**src/rtl/snake_pkg.sv**
```systemverilog
// snake_pkg
// Shared definitions for the snake game buffers.
//   BODY_DATA_WIDTH / BODY_DEPTH : default geometry of the body-segment queue
//   ptr_width()                  : FIFO pointer width (address bits plus one wrap bit)
package snake_pkg;

  localparam int BODY_DATA_WIDTH = 16;
  localparam int BODY_DEPTH      = 64;

  // One extra bit above the address lets equal addresses be told apart as
  // either "empty" (same lap) or "full" (writer one lap ahead).
  function automatic int ptr_width(input int depth);
    return $clog2(depth) + 1;
  endfunction

endpackage

```
**src/rtl/snake_fifo_mem.sv**
```systemverilog
// snake_fifo_mem
// DEPTH x DATA_WIDTH register array with one synchronous write port and one
// asynchronous read port. Contents are never reset or cleared.
// Ports:
//   clk      in   write clock, rising edge
//   wr_en    in   store wr_data at wr_addr on the next edge
//   wr_addr  in   write address
//   wr_data  in   write data
//   rd_addr  in   read address
//   rd_data  out  mem[rd_addr], combinational
module snake_fifo_mem
  import snake_pkg::*;
#(
  parameter int DATA_WIDTH = BODY_DATA_WIDTH,
  parameter int DEPTH      = BODY_DEPTH
) (
  input  logic                     clk,
  input  logic                     wr_en,
  input  logic [$clog2(DEPTH)-1:0] wr_addr,
  input  logic [DATA_WIDTH-1:0]    wr_data,
  input  logic [$clog2(DEPTH)-1:0] rd_addr,
  output logic [DATA_WIDTH-1:0]    rd_data
);

  logic [DATA_WIDTH-1:0] mem_q [DEPTH];

  // Storage has no reset so it can map onto plain register/LUT RAM.
  always_ff @(posedge clk) begin
    if (wr_en) begin
      mem_q[wr_addr] <= wr_data;
    end
  end

  // The head word is read combinationally so the FIFO can fall through.
  assign rd_data = mem_q[rd_addr];

endmodule

```
**src/rtl/snake_fifo.sv**
```systemverilog
// snake_fifo
// Single-clock first-word-fall-through FIFO with full/empty, occupancy count,
// almost-full/almost-empty thresholds, synchronous flush and optional sticky
// error flags.
// Optional feature macro: SNAKE_FIFO_ERR_EN
//   defined   -> overflow/underflow are sticky registers
//   undefined -> overflow/underflow are tied to 0 (ports still present)
// Ports:
//   clk, rst      clock (rising edge), asynchronous active-high reset
//   clear         synchronous flush, beats any write/read in the same cycle
//   wr_en/wr_data write request and data
//   rd_en         pop request
//   rd_data       head entry, 0 when empty
//   full, empty, almost_full, almost_empty, count   status from the pointers
//   overflow      sticky: write attempted while full
//   underflow     sticky: read attempted while empty
module snake_fifo
  import snake_pkg::*;
#(
  parameter int DATA_WIDTH    = BODY_DATA_WIDTH,
  parameter int DEPTH         = BODY_DEPTH,
  parameter int AFULL_THRESH  = DEPTH - 4,
  parameter int AEMPTY_THRESH = 4
) (
  input  logic                       clk,
  input  logic                       rst,
  input  logic                       clear,
  input  logic                       wr_en,
  input  logic [DATA_WIDTH-1:0]      wr_data,
  input  logic                       rd_en,
  output logic [DATA_WIDTH-1:0]      rd_data,
  output logic                       full,
  output logic                       empty,
  output logic                       almost_full,
  output logic                       almost_empty,
  output logic [$clog2(DEPTH):0]     count,
  output logic                       overflow,
  output logic                       underflow
);

  localparam int AW = $clog2(DEPTH);
  localparam int PW = ptr_width(DEPTH);

  localparam logic [PW-1:0] AFULL_CNT  = PW'(AFULL_THRESH);
  localparam logic [PW-1:0] AEMPTY_CNT = PW'(AEMPTY_THRESH);
  localparam logic [PW-1:0] PTR_ONE    = PW'(1);

  logic [PW-1:0]         wr_ptr_q, wr_ptr_d;
  logic [PW-1:0]         rd_ptr_q, rd_ptr_d;
  logic                  wr_accept;
  logic                  rd_accept;
  logic [DATA_WIDTH-1:0] mem_rd_data;

  // Status is decoded purely from the registered pointers, so it only moves
  // after a clock edge or reset.
  assign empty        = (wr_ptr_q == rd_ptr_q);
  assign full         = (wr_ptr_q[AW-1:0] == rd_ptr_q[AW-1:0]) &&
                        (wr_ptr_q[AW] != rd_ptr_q[AW]);
  assign count        = wr_ptr_q - rd_ptr_q;
  assign almost_full  = (count >= AFULL_CNT);
  assign almost_empty = (count <= AEMPTY_CNT);

  // Both requests are judged against the pre-edge flags; a flush cancels both.
  assign wr_accept = wr_en && !full  && !clear;
  assign rd_accept = rd_en && !empty && !clear;

  // Next-state pointers: flush returns both to zero, otherwise each advances
  // only on an accepted request and wraps naturally at 2^PW.
  always_comb begin
    wr_ptr_d = wr_ptr_q;
    rd_ptr_d = rd_ptr_q;
    if (clear) begin
      wr_ptr_d = '0;
      rd_ptr_d = '0;
    end else begin
      if (wr_accept) wr_ptr_d = wr_ptr_q + PTR_ONE;
      if (rd_accept) rd_ptr_d = rd_ptr_q + PTR_ONE;
    end
  end

  // Pointer registers with asynchronous reset.
  always_ff @(posedge clk or posedge rst) begin
    if (rst) begin
      wr_ptr_q <= '0;
      rd_ptr_q <= '0;
    end else begin
      wr_ptr_q <= wr_ptr_d;
      rd_ptr_q <= rd_ptr_d;
    end
  end

  snake_fifo_mem #(
    .DATA_WIDTH (DATA_WIDTH),
    .DEPTH      (DEPTH)
  ) u_mem (
    .clk     (clk),
    .wr_en   (wr_accept),
    .wr_addr (wr_ptr_q[AW-1:0]),
    .wr_data (wr_data),
    .rd_addr (rd_ptr_q[AW-1:0]),
    .rd_data (mem_rd_data)
  );

  // Stale memory contents are masked so an empty FIFO always presents zero.
  assign rd_data = empty ? '0 : mem_rd_data;

`ifdef SNAKE_FIFO_ERR_EN
  logic overflow_q, overflow_d;
  logic underflow_q, underflow_d;

  // Sticky error flags: set by a rejected request, cleared only by flush or
  // reset. A flush in the same cycle wins over a new error.
  always_comb begin
    overflow_d  = overflow_q;
    underflow_d = underflow_q;
    if (clear) begin
      overflow_d  = 1'b0;
      underflow_d = 1'b0;
    end else begin
      if (wr_en && full)  overflow_d  = 1'b1;
      if (rd_en && empty) underflow_d = 1'b1;
    end
  end

  // Error flag registers with asynchronous reset.
  always_ff @(posedge clk or posedge rst) begin
    if (rst) begin
      overflow_q  <= 1'b0;
      underflow_q <= 1'b0;
    end else begin
      overflow_q  <= overflow_d;
      underflow_q <= underflow_d;
    end
  end

  assign overflow  = overflow_q;
  assign underflow = underflow_q;
`else
  assign overflow  = 1'b0;
  assign underflow = 1'b0;
`endif

endmodule

```
**config.mk**
```make
export PLATFORM = sky130hd
export DESIGN_NAME = snake_fifo
export DESIGN_NICKNAME = d
export VERILOG_FILES = /design/src/rtl/snake_pkg.sv /design/src/rtl/snake_fifo_mem.sv /design/src/rtl/snake_fifo.sv
export SDC_FILE = /design/constraint.sdc
export NUM_CORES = 1
export LEC_CHECK = 0
export ABC_AREA = 0
export CELL_PAD_IN_SITES_DETAIL_PLACEMENT = 1
export CELL_PAD_IN_SITES_GLOBAL_PLACEMENT = 1
export CORE_MARGIN = 3
export CORE_UTILIZATION = 41
export CTS_CLUSTER_SIZE = 40
export DETAILED_ROUTE_END_ITERATION = 8
export GPL_ROUTABILITY_DRIVEN = 0
export PLACE_DENSITY = 0.73
export RECOVER_POWER = 50
export SLEW_MARGIN = 20
export SYNTH_ARGS = -nofsm -noshare
export SYNTH_HDL_FRONTEND = slang
export SYNTH_HIERARCHICAL = 1
export SYNTH_SLANG_ARGS = --single-unit
export TNS_END_PERCENT = 20
```
**constraint.sdc**
```tcl
create_clock -name clk -period 4.15 [get_ports clk]
set_clock_uncertainty 0.2 [all_clocks]
set_input_delay 0.83 -clock clk [delete_from_list [all_inputs] [get_ports clk]]
set_output_delay 0.83 -clock clk [all_outputs]
set_load 0.05 [all_outputs]
```
# After elaboration in Yosys (flattened, before gate mapping)

Memories as Yosys holds them, arrays and structs flattened.
Cells that the tools add are included.

Logic and storage cells: 28
Input port bits: 21
RAM bits: 1024
Output and inout port bits: 29
Memories: 1
Register bits after elaboration: 14

Muxes and demuxes: 7
Order comparisons: 2
Add/sub/neg operators: 3
Equal/unequal tests: 3
Reductions and logical operators: 10

Memories:

| memory      | depth | bits a word | rd ports | clocked after memory_dff | wr ports | RTL line             | source |
|---|---|---|---|---|---|---|---|
| u_mem.mem_q | 64    | 16          | 1        | 0                        | 1        | snake_fifo_mem.sv:25 | `logic [DATA_WIDTH-1:0] mem_q [DEPTH];` |

Operator list:

| cell                  | number |
|---|---|
| $mux W7               | 4 |
| $mux W16              | 1 |
| $add A7 B1 Y7 const B | 2 |
| $eq A7 B7 Y1          | 1 |
| $ge A7 B6 Y1 const B  | 1 |
| $le A7 B3 Y1 const B  | 1 |
| $sub A7 B7 Y7         | 1 |
| $eq A6 B6 Y1          | 1 |
| $logic_and A1 B1 Y1   | 5 |
| $reduce_bool A2 Y1    | 2 |
| $logic_not A1 Y1      | 3 |
| $mux W1               | 2 |
| $ne A1 B1 Y1          | 1 |

# Logic depth before layout (Yosys ltp)

Gate-level depths: netlist (run 1).

Word-level depth: 7
Depth in mapped cells: 11
Gate-level depth less buffers: 9

# Hierarchy

Netlist (run 1), hierarchy kept.

Modules (own cells, without submodules):

| module         | cells an instance | sequential area each (um^2) | area each (um^2) | instances |
|---|---|---|---|---|
| snake_fifo_mem | 1813              | 30749.5                     | 39721.8          | 1 |
| snake_fifo     | 144               | 350.3                       | 1208.7           | 1 |

# Worst setup path after synthesis (run 1)

OpenSTA, ideal clock, no wires.

Path type: register to output
From: register wr_ptr_q[0]
To: output port almost_full
Buffers on the path: 0
Cell stages (with the launch flop): 10
Data required time: 3.120 ns
Arrival: 3.571 ns
Slack: -0.451 ns
Path through: dfrtp_1 inv_1 ha_1 inv_1 fa_1 a211oi_1 nor2_1 xor2_1 nand3_1 o21ai_0

Word-level cells in the longest chain between the ends: 2

RTL lines:

| element                | RTL line         | source |
|---|---|---|
| from (decl)            | snake_fifo.sv:48 | `logic [PW-1:0] wr_ptr_q, wr_ptr_d;` |
| from (signal assigned) | snake_fifo.sv:87 | `wr_ptr_q <= wr_ptr_d;` |
| $sub A7 B7 Y7          | snake_fifo.sv:59 | `assign count = wr_ptr_q - rd_ptr_q;` |
| via count[4]           | snake_fifo.sv:36 | `output logic [$clog2(DEPTH):0] count,` |
| $ge A7 B6 Y1           | snake_fifo.sv:60 | `assign almost_full = (count >= AFULL_CNT);` |
| to (decl)              | snake_fifo.sv:34 | `output logic almost_full,` |

The timed path passes the listed nets, and every way through them passes these cells.

# Final worst setup path (run 1)

From: register rd_ptr_q[0]
To: output port rd_data[11]

Word-level cells in the longest chain between the ends: 2
Elaborated cells on any way between the ends: 3
Classes of those cells: 1 x eq/ne; 1 x mux; 1 x memory

RTL lines:

| element                | RTL line          | source |
|---|---|---|
| from (decl)            | snake_fifo.sv:49  | `logic [PW-1:0] rd_ptr_q, rd_ptr_d;` |
| from (signal assigned) | snake_fifo.sv:88  | `rd_ptr_q <= rd_ptr_d;` |
| $mem_v2 Z64 W16        | -                 |  |
| via mem_rd_data[11]    | snake_fifo.sv:52  | `logic [DATA_WIDTH-1:0] mem_rd_data;` |
| $mux W16               | snake_fifo.sv:105 | `assign rd_data = empty ? '0 : mem_rd_data;` |
| to (decl)              | snake_fifo.sv:31  | `output logic [DATA_WIDTH-1:0] rd_data,` |

The timed path passes the listed nets, and every way through them passes these cells.

==> impl_metrics.json, run 1 <==
{
  "timing.critical_path.from_type": "flip-flop",
  "layout.cells.most_common": "sky130_fd_sc_hd__edfxtp_1",
  "worst_hold_startpoint": "wr_ptr_q[6]$_DFFE_PP0P_",
  "crit_path_max_fanout": 11,
  "post_synth.cell_area_avg_um2": 20.9,
  "die_w_um": 322,
  "maximum_number_of_pins_on_one_net_before_global_route_repair": 62,
  "synth_async_sr_flop_share_pct": 1.35,
  "number_of_synthesized_register_bits": 1038,
  "overall_via_count_from_detail_route": 21300,
  "root_buffer": "sky130_fd_sc_hd__clkbuf_16",
  "crit_path_end_kind": "output port",
  "hold_buffers": 0,
  "worst_hold_path.num_cells": 2,
  "floorplan.io_pins": 50,
  "synthMuxAreaShare_pct": 15.2,
  "worst_r2r_path_depth": 11,
  "grt_antenna_before_repair": 7,
  "first_pass_iters": 5,
  "fp.dieArea_mm2": 0.104,
  "hold_class": "flip-flop to flip-flop",
  "yosys.area_share.simple_pct": 3.53,
  "synth_top_family_by_area": "multiplexers",
  "p_leak_nw": 15.3,
  "clock.fmax_mhz": 225,
  "yosys.cell_types.count": 61,
  "final_layout_size_suffix_gt1_share_pct": 32.8,
  "post_synth_instance_area_mm2": 0.0409,
  "wirelength_met1_um": 42900,
  "r2r_endpoint": "u_mem/mem_q[22][2]$_DFFE_PP_",
  "grt_setup_unrepaired": "yes",
  "synth_to_layout_area_growth_pct": 19.4,
  "grt_first_pass_wirelength_um": 161000,
  "yosys.area_share.xor_xnor_pct": 0.385,
  "placeableCoreArea_mm2": 0.0987,
  "drc": 0,
  "floorplan.initialDensity_pct": 41.5,
  "finalHoldViolCount": 0,
  "htree_num_levels": 3,
  "commonest_cells_after_routing_fill_and_taps_aside": "sky130_fd_sc_hd__edfxtp_1 (1024), sky130_fd_sc_hd__mux4_2 (221), sky130_fd_sc_hd__buf_4 (168)",
  "main_synth_ff_type": "sky130_fd_sc_hd__edfxtp_1",
  "synth_enable_flop_cells": 1024,
  "failed_checks": "capacitance limit, slew limit, setup timing",
  "clk_transition_reported_paths_ns": 0.06,
  "irDropWorstVdd_v": 0.000322,
  "seq_area_frac_synth_pct": 76.0,
  "synthesis.instances": 1957,
  "yosys_warnings": 6,
  "clock_sinks": 1038,
  "row_count": 115,
  "timing_worst_setup_path_type": "flip-flop to output port",
  "io_buffers": 47,
  "cts_inserted_buffers": 104,
  "met2_length_um": 56000,
  "crit-reg2reg-launch": "rd_ptr_q[2]$_DFFE_PP0P_",
  "p_total_mw": 24.9,
  "post_drt_via_cell_ratio": 5.86,
  "synth-compound-area-share_pct": 2.60,
  "detail-route-antenna-nets": 0,
  "die_h_um": 322,
  "timing.final.setup_violations": 17,
  "max_slew_margin_pct": -81.6,
  "min_to": "wr_ptr_q[6]$_DFFE_PP0P_",
  "cts-root-to-sink-buffers": 3,
  "top_layer": "met5",
  "worst_ep_required_time_ns": 3.12,
  "nets_finish": 2282,
  "wl_met3_um": 8570,
  "min_period_ns": 4.45,
  "minimum_setup_slack_among_reg_to_reg_paths_ns": 0.33,
  "power_density_mw_per_mm2": 509,
  "clock_tree_from_tritoncts": "built",
  "wl_per_cell_um": 30.7,
  "globalRouteOverflowTotal": 0,
  "detail_route.iter0.violations": 2360,
  "setup_slack_ns": -0.302,
  "status": "finished with violations",
  "fin_worst_hold_slack_ns": 0.425,
  "fin_crit_sh_pct": 107,
  "wl_um": 111000,
  "number_of_slew_limit_violations_in_the_final_report": 786,
  "yosys.area_share.adder_pct": 0.293,
  "hpwl_um": 68200,
  "crit_arrival_ns": 3.42,
  "grt_usage_pct": 21.5,
  "clock_insertion_delay_worst_skew_ns": 0.69,
  "max_slew.worst_pin.slew_ns": 2.72,
  "cap_violations": 20,
  "via_count_of_the_first_global_routing_pass": 22600
}
[cell usage after synthesis (3+ instances only)]
| cell type | number | area [um2] |
|---|---|---|
| sky130_fd_sc_hd__buf_12 | 5 | 100 |
| sky130_fd_sc_hd__a221oi_1 | 17 | 149 |
| sky130_fd_sc_hd__a21oi_1 | 19 | 95.1 |
| sky130_fd_sc_hd__buf_8 | 3 | 45.0 |
| sky130_fd_sc_hd__and2b_1 | 6 | 45.0 |
| sky130_fd_sc_hd__a22o_1 | 6 | 52.6 |
| sky130_fd_sc_hd__nor2_1 | 93 | 349 |
| sky130_fd_sc_hd__mux4_2 | 220 | 4950 |
| sky130_fd_sc_hd__o21ai_1 | 3 | 15.0 |
| sky130_fd_sc_hd__nor2b_1 | 42 | 263 |
| sky130_fd_sc_hd__buf_4 | 15 | 113 |
| sky130_fd_sc_hd__a221o_1 | 6 | 60.1 |
| sky130_fd_sc_hd__nor4_2 | 3 | 37.5 |
| sky130_fd_sc_hd__nand2_1 | 71 | 267 |
| sky130_fd_sc_hd__a22oi_1 | 39 | 293 |
| sky130_fd_sc_hd__buf_2 | 37 | 185 |
| sky130_fd_sc_hd__dfrtp_1 | 14 | 350 |
| sky130_fd_sc_hd__edfxtp_1 | 1024 | 30700 |
| sky130_fd_sc_hd__clkbuf_1 | 25 | 93.8 |
| sky130_fd_sc_hd__mux2i_1 | 86 | 861 |
| sky130_fd_sc_hd__nand3_1 | 27 | 135 |
| sky130_fd_sc_hd__nand2b_1 | 4 | 25.0 |
| sky130_fd_sc_hd__buf_1 | 3 | 11.3 |
| sky130_fd_sc_hd__a211oi_1 | 9 | 67.6 |
| sky130_fd_sc_hd__mux2_2 | 27 | 304 |
| sky130_fd_sc_hd__nor3_1 | 6 | 30.0 |
| sky130_fd_sc_hd__a211o_1 | 8 | 70.1 |
| sky130_fd_sc_hd__ha_1 | 8 | 100 |
| sky130_fd_sc_hd__xor2_1 | 5 | 43.8 |
| sky130_fd_sc_hd__mux4_1 | 4 | 105 |
| sky130_fd_sc_hd__inv_1 | 13 | 48.8 |
| sky130_fd_sc_hd__nand4_1 | 14 | 87.6 |
| sky130_fd_sc_hd__a311oi_1 | 8 | 70.1 |
| sky130_fd_sc_hd__o21ai_0 | 8 | 40.0 |
| sky130_fd_sc_hd__nand3b_1 | 3 | 22.5 |
| sky130_fd_sc_hd__and4_1 | 6 | 52.6 |
| sky130_fd_sc_hd__xnor2_1 | 13 | 114 |
| sky130_fd_sc_hd__buf_6 | 18 | 203 |
| sky130_fd_sc_hd__a31oi_1 | 8 | 50.1 |
| sky130_fd_sc_hd__a41oi_1 | 5 | 43.8 |
[registers in the layout, indices dropped and copies added (netlist names)]
signal       cells
u_mem/mem_q   1024
rd_ptr_q         7
wr_ptr_q         7
[cell type report]
class / instances / area, um2
Antenna cell: 2 / 5.00
Timing Repair Buffer: 297 / 3030
Tap cell: 1287 / 1610
Inverter: 13 / 48.8
Clock inverter: 74 / 696
Sequential cell: 1038 / 31100
Fill cell: 8914 / 49800
Multi-Input combinational cell: 798 / 9700
Clock buffer: 121 / 2690
[critical path, stage by stage, from the launching register on]
cell,delay (ns)
sky130_fd_sc_hd__dfrtp_4,0.45
sky130_fd_sc_hd__buf_4,0.13
sky130_fd_sc_hd__buf_12,0.14
sky130_fd_sc_hd__buf_12,0.16
sky130_fd_sc_hd__mux4_2,0.53
sky130_fd_sc_hd__mux2i_2,0.33
sky130_fd_sc_hd__nand3_1,0.23
sky130_fd_sc_hd__a31oi_4,0.33
sky130_fd_sc_hd__a311oi_4,0.09
sky130_fd_sc_hd__nor2b_4,0.20
sky130_fd_sc_hd__buf_12,0.16
[cell families (layout without fill, tap and decap cells)]
group | count (synthesis) | in the layout
buf+inv | 122 | 505
flops | 1038 | 1038
fa+ha+maj | 9 | 9
compound gates | 142 | 142
other cells | 1 | 4
mux | 337 | 337
simple gates | 290 | 290
xor+xnor | 18 | 18
[per-layer routing]
layer,track usage [%],up-vias
met2,36.6,935
met5,0,-
met4,6.32,4
met3,4.74,213
met1,27.7,11400
li1,-,8714
[what timing repair did]
item | in CTS | in global routing
gates cloned | 2 | 2
resized for setup | 125 | 64
pin swaps | 18 | 21
buffers inserted | 21 | 24
setup endpoints to repair | 25 | 20
[where the power goes]
group | internal [mW] | switching (mW) | total, mW
Clock | 5.28 | 4.00 | 9.27
Sequential | 11.6 | 0.0136 | 11.6
Combinational | 1.95 | 2.09 | 4.04
[worst max path at each step]
stage | startpoint | endpoint | slack [ns] | depth (start not counted)
3_3_place_gp | rd_ptr_q[0]$_DFFE_PP0P_ | rd_data[7] | 0.10 | 10
4_1_cts | rd_ptr_q[0]$_DFFE_PP0P_ | rd_data[2] | -0.29 | 12
3_5_place_dp | rd_ptr_q[2]$_DFFE_PP0P_ | rd_data[1] | 0.01 | 10
6_report | rd_ptr_q[0]$_DFFE_PP0P_ | rd_data[11] | -0.30 | 10
2_1_floorplan | wr_ptr_q[0]$_DFFE_PP0P_ | almost_full | 0.19 | 9
5_1_grt | rd_ptr_q[0]$_DFFE_PP0P_ | rd_data[6] | -0.36 | 12
[per-stage QoR]
stage	instances	instance area (um2)	setup TNS, ns	util, %	setup WS, ns
2_1_floorplan	1958	40900	0	-	0.194
3_3_place_gp	3389	44200	0	44.8	0.103
3_5_place_dp	3389	44200	0	44.8	0.0134
4_1_cts	3606	48400	-4.06	49.1	-0.290
5_1_grt	3628	48900	-5.11	49.5	-0.358
6_report	3630	48900	-3.57	49.5	-0.302
No activity file was read; power rests on OpenSTA's default activity.
==> run 2, diff against run 1 <==
--- a/config.mk
+++ b/config.mk
@@ -13,8 +13,9 @@
 export CTS_CLUSTER_SIZE = 40
 export DETAILED_ROUTE_END_ITERATION = 8
 export GPL_ROUTABILITY_DRIVEN = 0
-export PLACE_DENSITY = 0.73
+export PLACE_DENSITY = 0.76
 export RECOVER_POWER = 50
+export SETUP_SLACK_MARGIN = 0.2
 export SLEW_MARGIN = 20
 export SYNTH_ARGS = -nofsm -noshare
 export SYNTH_HDL_FRONTEND = slang
==> constraint.sdc (replaced) <==
create_clock -name clk -period 3.8 [get_ports clk]
set_clock_uncertainty 0.2 [all_clocks]
set_input_delay 0.76 -clock clk [delete_from_list [all_inputs] [get_ports clk]]
set_output_delay 0.76 -clock clk [all_outputs]
set_load 0.05 [all_outputs]
==> run 2 against run 1 <==
The flow still finishes with violations (capacitance limit, slew limit, setup timing). Clock-buffer cell count unchanged. Routed wire length grew 4.3%. Register-to-register slack worse by 0.10 ns.
==> impl_metrics.json, run 2 (synthesis results as in run 1) <==
{
  "status": "finished with violations",
  "failed_checks": "capacitance limit, slew limit, setup timing",
  "min_period_ns": 4.40,
  "row_count": 115,
  "fin_crit_sh_pct": 116,
  "r2r_endpoint": "u_mem/mem_q[56][1]$_DFFE_PP_",
  "hpwl_um": 69200,
  "place.detailed.instances": 3403,
  "dpl-instance-area_mm2": 0.0443,
  "timing.critical_path.from_type": "flip-flop",
  "die_h_um": 322,
  "grt_usage_pct": 22.3,
  "globalRouteOverflowTotal": 0,
  "floorplan.initialDensity_pct": 41.5,
  "crit_path_max_fanout": 5,
  "final_layout_size_suffix_gt1_share_pct": 33.7,
  "crit_chain": "buf_12 -> buf_12 -> buf_16 -> buf_6 -> mux4_2 -> mux2_4 -> nand2_4 -> nand4_1 -> and4_1 -> nor2b_4 -> buf_12",
  "power_density_mw_per_mm2": 560,
  "hold_class": "input port to flip-flop",
  "maximum_number_of_pins_on_one_net_before_global_route_repair": 65,
  "crit_cells": 11,
  "htree_num_levels": 3,
  "root_buffer": "sky130_fd_sc_hd__clkbuf_16",
  "detail_route.iter0.violations": 2644,
  "irDropWorstVdd_v": 0.000355,
  "wl_per_cell_um": 31.9,
  "grt_setup_unrepaired": "yes",
  "clock_sinks": 1038,
  "largest_registers": "u_mem/mem_q (1024), rd_ptr_q (7), wr_ptr_q (7)",
  "clock.fmax_mhz": 227,
  "max_slew_margin_pct": -127,
  "cp_slowest_cell": "sky130_fd_sc_hd__dfrtp_4",
  "crit_arrival_ns": 3.44,
  "detail-route-antenna-nets": 0,
  "floorplan.io_pins": 50,
  "setup_tns_ns": -9.69,
  "grt_first_pass_wirelength_um": 167000,
  "cpLargestDelayFamily": "simple AND/OR/NAND/NOR gates",
  "p_leak_nw": 15.4,
  "critical_path.max_stage_delay_ns": 0.51,
  "synth_to_layout_area_growth_pct": 19.9,
  "timing.critical_path.mode_cell": "sky130_fd_sc_hd__buf_12",
  "finalHoldViolCount": 0,
  "layout.cells.most_common": "sky130_fd_sc_hd__edfxtp_1",
  "number_of_slew_limit_violations_in_the_final_report": 879,
  "drc": 0,
  "cap_violations": 20,
  "crit-reg2reg-launch": "rd_ptr_q[4]$_DFFE_PP0P_",
  "wl_um": 116000,
  "die_w_um": 322,
  "crit_path_end_kind": "output port",
  "timing.final.setup_violations": 19,
  "setup_slack_ns": -0.600,
  "hold_buffers": 0,
  "postLayoutCellArea_mm2": 0.0491,
  "max_slew.worst_pin.slew_ns": 3.41,
  "clock_tree_from_tritoncts": "built",
  "cts_inserted_buffers": 101,
  "clk_transition_reported_paths_ns": 0.06,
  "largest_register_ff_count": 1024,
  "via_count_of_the_first_global_routing_pass": 23200,
  "worst_ep_required_time_ns": 2.84,
  "worst_setup_path_startpoint": "rd_ptr_q[0]$_DFFE_PP0P_",
  "minimum_setup_slack_among_reg_to_reg_paths_ns": 0.23,
  "overall_via_count_from_detail_route": 21800,
  "regMostFlops": "u_mem/mem_q",
  "timing_worst_setup_path_type": "flip-flop to output port",
  "fillerInstances": 8861,
  "nets_finish": 2295,
  "placeableCoreArea_mm2": 0.0987,
  "worst_r2r_path_depth": 9,
  "clock_insertion_delay_worst_skew_ns": 0.66,
  "fp.dieArea_mm2": 0.104,
  "cts-root-to-sink-buffers": 3,
  "final_cell_count_no_fill": 3638,
  "dpl_worst_slack_ns": -0.0682,
  "grt_antenna_before_repair": 8,
  "io_buffers": 47,
  "post_drt_via_cell_ratio": 5.99,
  "first_pass_iters": 6,
  "worst-path-buf-inv": 5,
  "commonest_cells_after_routing_fill_and_taps_aside": "sky130_fd_sc_hd__edfxtp_1 (1024), sky130_fd_sc_hd__mux4_2 (220), sky130_fd_sc_hd__buf_4 (177)",
  "setup.worst_path.end": "rd_data[5]"
}
## run 2: cell count changes in the layout (fill, tap and decap cells not counted), moves of 9 or more
cell	before	now
sky130_fd_sc_hd__nand2_2	2	12
sky130_fd_sc_hd__nand2_1	69	57
sky130_fd_sc_hd__a221oi_1	4	17
sky130_fd_sc_hd__a221oi_2	13	0
sky130_fd_sc_hd__buf_4	168	177
## run 2: worst min path at each step
stage                                               end  slack [ns]                    start  cells past startpoint
final                     u_mem/mem_q[47][15]$_DFFE_PP_        0.39              wr_data[15]                      1
after global routing      u_mem/mem_q[47][15]$_DFFE_PP_        0.36              wr_data[15]                      1
after CTS                 u_mem/mem_q[47][15]$_DFFE_PP_        0.21              wr_data[15]                      1
after detailed placement        wr_ptr_q[6]$_DFFE_PP0P_        0.41  wr_ptr_q[6]$_DFFE_PP0P_                      2
after global placement          wr_ptr_q[6]$_DFFE_PP0P_        0.40  wr_ptr_q[6]$_DFFE_PP0P_                      2
after floorplan                 wr_ptr_q[3]$_DFFE_PP0P_        0.35  wr_ptr_q[3]$_DFFE_PP0P_                      2
## run 2: stage by stage
| step | util [%] | power (mW) | hold WS [ns] |
|---|---|---|---|
| floorplan | - | 15.3 | 0.350 |
| global placement | 44.9 | 16.5 | 0.396 |
| detailed placement | 44.9 | 16.6 | 0.410 |
| CTS | 49.4 | 27.3 | 0.213 |
| global route | 49.7 | 28.3 | 0.356 |
| finish | 49.7 | 27.5 | 0.386 |
## run 2: per-layer routing
metal  wire (um)  GRT usage, %
met1       42400          27.6
met2       58800          38.3
met3        9350          4.45
met4        5480          9.38
met5          36             0
## run 2: worst reg2reg max path, delay by kind of cell (launching register included)
kind	cells	cell delay (ns)
fa+ha+maj	1	0.42
buf+inv	2	0.49
flops	1	0.58
simple gates	5	1.42
compound gates	1	0.12
## run 2: report_power, final
part | internal, mW | switching, mW | total [mW]
logic | 2.25 | 2.36 | 4.60
clock network | 5.90 | 4.33 | 10.2
registers | 12.6 | 0.0184 | 12.6
total | 20.8 | 6.71 | 27.5
## run 2: final cells by class
cell class                 count  area [um2]  area share (%)
clock buffer                 121        2620            5.35
timing repair buffer         313        3220            6.55
clock inverter                67         746            1.52
inverter                      13        52.6           0.107
sequential                  1038       31100            63.4
antenna                        1        2.50         0.00510
multi-input combinational    798        9710            19.8
tap                         1287        1610            3.28
## run 2: timing repair
item                                   in CTS  in global routing
cloned                                      8                  2
gates resized for setup                   142                 60
setup endpoints to repair                 357                464
pin swaps                                  46                 26
buffers inserted                           23                 13
endpoints found under the hold margin       0                  0
